===== src/rtl/dcs_ctrl_pkg.sv =====
`default_nettype none
// ============================================================================
// Module   : dcs_ctrl_pkg
// Purpose  : Shared types, SEL encodings and width helpers for the DCS
//            select controller.
// Revision : 1.0 - initial release
// ============================================================================
package dcs_ctrl_pkg;

  typedef enum logic [1:0] {
    ST_IDLE   = 2'd0,
    ST_CHECK  = 2'd1,
    ST_SWITCH = 2'd2,
    ST_DWELL  = 2'd3
  } dcs_state_e;

  localparam logic c_sel_clk0 = 1'b0;
  localparam logic c_sel_clk1 = 1'b1;

  // Ceiling on the activity edge threshold; fixes the widest edge counter.
  localparam int c_act_edges_max = 15;
  localparam int c_edge_cnt_w_max = $clog2(c_act_edges_max + 1);

  // Bits needed to hold the value max_val without wrapping.
  function automatic int cnt_width(input int max_val);
    return (max_val < 1) ? 1 : $clog2(max_val + 1);
  endfunction

  function automatic int max3(input int a, input int b, input int c);
    int m;
    m = (a > b) ? a : b;
    return (m > c) ? m : c;
  endfunction

endpackage
`default_nettype wire


===== src/rtl/dcs_act_sync.sv =====
`default_nettype none
// ============================================================================
// Module   : dcs_act_sync
// Purpose  : Brings an asynchronous divided toggle into the clk domain,
//            detects level changes and counts them up to a saturation limit.
// Revision : 1.0 - initial release
// ============================================================================
module dcs_act_sync
  import dcs_ctrl_pkg::*;
#(
  parameter int ACT_EDGES = 4
) (
  input  logic clk,
  input  logic rst,
  input  logic tgl,
  input  logic clr,
  output logic sat
);

  localparam int c_cnt_w = cnt_width(ACT_EDGES);
  localparam logic [c_cnt_w-1:0] c_max = c_cnt_w'(ACT_EDGES);

  logic               r_s1;
  logic               r_s2;
  logic               r_s3;
  logic               r_edge;
  logic [c_cnt_w-1:0] r_cnt;

  // Two-flop synchronizer followed by a registered any-edge detector.
  always_ff @(posedge clk or posedge rst) begin
    if (rst) begin
      r_s1   <= 1'b0;
      r_s2   <= 1'b0;
      r_s3   <= 1'b0;
      r_edge <= 1'b0;
    end else begin
      r_s1   <= tgl;
      r_s2   <= r_s1;
      r_s3   <= r_s2;
      r_edge <= r_s2 ^ r_s3;
    end
  end

  // Saturating edge counter; a clear wins over a simultaneous edge.
  always_ff @(posedge clk or posedge rst) begin
    if (rst) begin
      r_cnt <= '0;
    end else if (clr) begin
      r_cnt <= '0;
    end else if (r_edge && (r_cnt != c_max)) begin
      r_cnt <= r_cnt + 1'b1;
    end
  end

  // Looks one edge ahead so an edge landing on the decision cycle is counted.
  assign sat = (r_cnt == c_max) || (r_edge && (r_cnt == (c_max - 1'b1)));

endmodule
`default_nettype wire


===== src/rtl/dcs_sel_ctrl.sv =====
`default_nettype none
// ============================================================================
// Module   : dcs_sel_ctrl
// Purpose  : Drives DCS SEL/SELFORCE. Checks both clocks for activity, then
//            performs a glitchless or forced switch, waits out the DCS switch
//            time and enforces a dwell before the next request.
// Revision : 1.0 - initial release
// ============================================================================
module dcs_sel_ctrl
  import dcs_ctrl_pkg::*;
#(
  parameter int   TIMEOUT    = 255,
  parameter int   ACT_EDGES  = 4,
  parameter int   SWITCH_CYC = 16,
  parameter int   DWELL_CYC  = 64,
  parameter logic RESET_SEL  = c_sel_clk0
) (
  input  logic clk,
  input  logic rst,
  input  logic req_valid,
  input  logic req_sel,
  output logic req_ready,
  input  logic act0_tgl,
  input  logic act1_tgl,
  output logic dcs_sel,
  output logic dcs_selforce,
  output logic cur_sel,
  output logic busy,
  output logic done,
  output logic forced,
  output logic err
);

  // One counter serves as window, switch-hold and dwell timer.
  localparam int c_cnt_w = cnt_width(max3(TIMEOUT, SWITCH_CYC, DWELL_CYC));
  localparam logic [c_cnt_w-1:0] c_win_last   = c_cnt_w'(TIMEOUT - 1);
  localparam logic [c_cnt_w-1:0] c_sw_last    = c_cnt_w'(SWITCH_CYC - 1);
  localparam logic [c_cnt_w-1:0] c_dwell_last = c_cnt_w'(DWELL_CYC);

  dcs_state_e         r_state;
  logic [c_cnt_w-1:0] r_cnt;
  logic               r_tgt;
  logic               r_force;
  logic               r_req_ready;
  logic               r_dcs_sel;
  logic               r_dcs_selforce;
  logic               r_cur_sel;
  logic               r_busy;
  logic               r_done;
  logic               r_forced;
  logic               r_err;

  logic w_accept;
  logic w_clr;
  logic w_sat0;
  logic w_sat1;
  logic w_tgt_sat;

  assign w_accept  = (r_state == ST_IDLE) && r_req_ready && req_valid;
  assign w_clr     = w_accept && (req_sel != r_cur_sel);
  assign w_tgt_sat = r_tgt ? w_sat1 : w_sat0;

  dcs_act_sync #(.ACT_EDGES(ACT_EDGES)) u_act0 (
    .clk (clk),
    .rst (rst),
    .tgl (act0_tgl),
    .clr (w_clr),
    .sat (w_sat0)
  );

  dcs_act_sync #(.ACT_EDGES(ACT_EDGES)) u_act1 (
    .clk (clk),
    .rst (rst),
    .tgl (act1_tgl),
    .clr (w_clr),
    .sat (w_sat1)
  );

  // Control FSM with the shared timer and all registered outputs.
  always_ff @(posedge clk or posedge rst) begin
    if (rst) begin
      r_state        <= ST_IDLE;
      r_cnt          <= '0;
      r_tgt          <= RESET_SEL;
      r_force        <= 1'b0;
      r_req_ready    <= 1'b0;
      r_dcs_sel      <= RESET_SEL;
      r_dcs_selforce <= 1'b0;
      r_cur_sel      <= RESET_SEL;
      r_busy         <= 1'b0;
      r_done         <= 1'b0;
      r_forced       <= 1'b0;
      r_err          <= 1'b0;
    end else begin
      r_done   <= 1'b0;
      r_forced <= 1'b0;
      r_err    <= 1'b0;
      case (r_state)
        ST_IDLE: begin
          r_req_ready <= 1'b1;
          if (w_accept) begin
            if (req_sel == r_cur_sel) begin
              // Already on the requested input: acknowledge without work.
              r_done <= 1'b1;
            end else begin
              r_tgt       <= req_sel;
              r_cnt       <= '0;
              r_busy      <= 1'b1;
              r_req_ready <= 1'b0;
              r_state     <= ST_CHECK;
            end
          end
        end
        ST_CHECK: begin
          if (w_sat0 && w_sat1) begin
            r_dcs_sel      <= r_tgt;
            r_dcs_selforce <= 1'b0;
            r_force        <= 1'b0;
            r_cnt          <= '0;
            r_state        <= ST_SWITCH;
          end else if (r_cnt == c_win_last) begin
            if (!w_tgt_sat) begin
              // Target is dead: abort, selection untouched.
              r_err   <= 1'b1;
              r_cnt   <= '0;
              r_state <= ST_DWELL;
            end else begin
              // Target alive but current dead: glitchless handoff would stall.
              r_dcs_sel      <= r_tgt;
              r_dcs_selforce <= 1'b1;
              r_force        <= 1'b1;
              r_cnt          <= '0;
              r_state        <= ST_SWITCH;
            end
          end else begin
            r_cnt <= r_cnt + 1'b1;
          end
        end
        ST_SWITCH: begin
          if (r_cnt == c_sw_last) begin
            r_dcs_selforce <= 1'b0;
            r_cur_sel      <= r_tgt;
            r_done         <= 1'b1;
            r_forced       <= r_force;
            r_cnt          <= '0;
            r_state        <= ST_DWELL;
          end else begin
            r_cnt <= r_cnt + 1'b1;
          end
        end
        ST_DWELL: begin
          if (r_cnt == c_dwell_last) begin
            r_busy      <= 1'b0;
            r_req_ready <= 1'b1;
            r_state     <= ST_IDLE;
          end else begin
            r_cnt <= r_cnt + 1'b1;
          end
        end
        default: begin
          r_state <= ST_IDLE;
        end
      endcase
    end
  end

  assign req_ready    = r_req_ready;
  assign dcs_sel      = r_dcs_sel;
  assign dcs_selforce = r_dcs_selforce;
  assign cur_sel      = r_cur_sel;
  assign busy         = r_busy;
  assign done         = r_done;
  assign forced       = r_forced;
  assign err          = r_err;

endmodule
`default_nettype wire


===== config.mk =====
export PLATFORM = sky130hd
export DESIGN_NAME = dcs_sel_ctrl
export DESIGN_NICKNAME = d
export VERILOG_FILES = /design/src/rtl/dcs_ctrl_pkg.sv /design/src/rtl/dcs_act_sync.sv /design/src/rtl/dcs_sel_ctrl.sv
export SDC_FILE = /design/constraint.sdc
export NUM_CORES = 1
export LEC_CHECK = 0
export ABC_AREA = 1
export BUFFER_PORTS_ARGS = -buffer_cell sky130_fd_sc_hd__buf_2
export CORE_MARGIN = 2
export CORE_UTILIZATION = 45
export CTS_CLUSTER_DIAMETER = 60
export DETAILED_ROUTE_END_ITERATION = 10
export GPL_TIMING_DRIVEN = 0
export PLACE_DENSITY = 0.63
export SETUP_SLACK_MARGIN = 0.3
export SLEW_MARGIN = 20
export SYNTH_ARGS = -nofsm -noshare
export SYNTH_HDL_FRONTEND = slang
export SYNTH_SLANG_ARGS = --single-unit

===== constraint.sdc =====
create_clock -name clk -period 1.7 [get_ports clk]
set_input_delay 0.51 -clock clk [delete_from_list [all_inputs] [get_ports clk]]
set_output_delay 0.51 -clock clk [all_outputs]
set_load 0.005 [all_outputs]

==> qor.yml <==
status: "finished clean"
yosys.area_share.simple_pct: 25.8
antenna_found_initial: 0
cts_tree: "yes"
io_pins: 14
wl_mm: 4.19
crit_path_start_kind: "flop"
drt_pre_antenna_iters: 4
syn_nets: 245
clk_pin_slew_ps: 70
drv_cap: 0
min_to: "u_act1.r_s1"
peakVddDrop_uv: 525
placed_cells: 289
worstReg2RegStart: "r_cnt[1]"
cts_buffer_depth: 2
crit_chain: "buf_6, ha_4, nand3_4, o21ai_4, nand3_4, a21oi_4, nor2_1"
min_path_type: "in -> reg"
antenna_left: 0
ys_types: 22
crit_path_frequent_cell: "nand3_4"
drt_iter0_drc: 111
gr-total-overflow: 0
synthAdderAreaFrac_pct: 8.94
cts_hold_buf: 0
antenna_cells: 0
period_share_pct: 90.8
via_per_inst: 5.08
mostFrequentLayoutCell: "nand2_1"
wl_per_cell_um: 13.4
synth_compound_area_share_pct: 9.28
rsz0062_at_grt: "true"
r2r_slack_ps: 160
num_rows: 23
synth.cell_area_um2: 1820
synthCells: 226
route.detailed.drc: 0
coreArea_um2: 3940
place.gp.congestion: 0.843
max_freq_ghz: 0.648
report.final.hold_viol_count: 0
min_path_cells: 1
arrival_ps: 1710
hp-start: "act1_tgl"
finClkSkew_ps: 6.29
synth_edf_count: 0
dp_hpwl_mm: 2.59
cellLeakagePower_uw: 0.00123
fin_cells: 312
maxSlewHeadroom_pct: 51.9
critPathKind: "reg -> reg"
power_density_nw_per_um2: 895
num_vias: 1585
drv_slew: 0
muxShareOfSynthArea_pct: 0
grt_pass1_vias: 1428
critPathCaptureType: "flop"
final_cell_mix: "nand2_1, dfrtp_1, inv_1"
clock-sinks: 34
reg2reg_to: "r_cnt[6]"
required_ps: 1870
clkLatencyLatePin_ps: 290
r2r_cells: 7
grt_max_degree: 35
crit_fanout: 4
worst_slew_pin_slew_ps: 721
htree_levels: 2
syn_area_per_cell_um2: 8.05
final_period_minus_worst_setup_slack_ps: 1540
area_growth_pct: 37.6
yosysWarnings: 0
clock-root-buffer: "clkbuf_8"
synth-xor-area-share_pct: 0.963
dieHeight_um: 67.6
synth_top_family_by_area: "simple AND/OR/NAND/NOR gates"
ys_ff_latch: 34
grt_pass1_wl_mm: 6.51
die_area_um2: 4570
die_w_um: 67.6
async_flop_share_pct: 100
hold_slack_ps: 331
critical_path.slowest_cell: "dfrtp_2"
postLayoutCoreUtil_pct: 63.5
port_buffers: 13
synth_flop_cell: "dfrtp_1"
drive_gt1_share_pct: 39.3
grt_use_total_pct: 19.3
cts_buffers: 5
start_util_pct: 46.1
setup_viol: 0
final_nets: 281
yosysSeqAreaShare_pct: 46.8
max_stage_delay_ps: 430
[synth_stat cells, types with 2 or more instances]
cell	instances	area, µm²
nand2_1	63	236
inv_1	37	139
dfrtp_1	34	851
nor2_1	20	75.1
ha_1	13	163
o21ai_0	13	65.1
nand3_1	11	55.1
o21ai_1	7	35.0
a21oi_1	6	30.0
inv_2	3	11.3
nand2_4	3	33.8
nand4_1	3	18.8
nand2_2	2	12.5
nor2_4	2	22.5
xor2_1	2	17.5
[flip-flops by register name (all words and copies together), names as in the netlist, 2 cells and up]
| name | flops |
|---|---|
| r_cnt | 8 |
| r_state | 2 |
| u_act1.r_cnt | 3 |
| u_act0.r_cnt | 3 |
[cells by family after synthesis]
family	after synthesis
AOI/OAI and AO/OA	31
xor gates and xnor gates	2
adders and majority gates	13
buffers and inverters	40
DFF	34
and+or+nand+nor	106
[timing repair]
item	in CTS	in global routing
gates resized for setup	30	45
pin swaps	11	19
buffers inserted	8	8
endpoints found under the setup margin	18	21
[area by class of cell]
| cell class | instances | area (µm²) |
|---|---|---|
| clock inverter | 1 | 30.0 |
| clock buffer | 6 | 82.6 |
| multi-input combinational | 152 | 1120 |
| inverter | 40 | 155 |
| timing repair buffer | 29 | 200 |
| sequential | 34 | 853 |
| fill | 311 | 1440 |
| tap | 50 | 62.6 |
[stage by stage]
stage	instance area, µm²	TNS [ps]	power, µW	setup slack (ps)
after global routing	2500	0	2390	76.9
after global placement	1990	-2450	1280	-74.3
after floorplan	1860	0	1210	271
final	2500	0	2240	157
after CTS	2290	0	2170	174
after detailed placement	1990	0	1310	80.7
[layer usage]
layer	GRT usage [%]	share of wire, %
met1	24.2	43
met2	30.8	50
met3	5.00	3.9
met4	9.18	3.1
met5	0	0
[report_power, final]
part           leakage, µW  internal (µW)  total [µW]  switching (µW)
registers         0.000402            894         961            66.7
clock network    0.0000573            469         759             290
logic             0.000767            222         521             299
[worst max-delay path, delay by kind of cell, from the launching register on]
kind | cells | cell delay (ps)
simple gates | 3 | 290
buf+inv | 1 | 120
compound gates | 2 | 430
flops | 1 | 430
fa+ha+maj | 1 | 160
[how the worst max path moves through the flow]
stage	start	to	slack, ps	depth (start not counted)
2_1_floorplan	r_state[0]	r_cnt[4]	270	11
3_3_place_gp	rst	dcs_selforce	-70	2
3_5_place_dp	req_sel	r_cnt[6]	80	11
4_1_cts	r_cnt[0]	r_cnt[6]	170	9
5_1_grt	r_cnt[0]	r_cnt[6]	80	9
6_report	r_cnt[1]	r_cnt[6]	160	7
No activity file was read; power rests on OpenSTA's default activity.
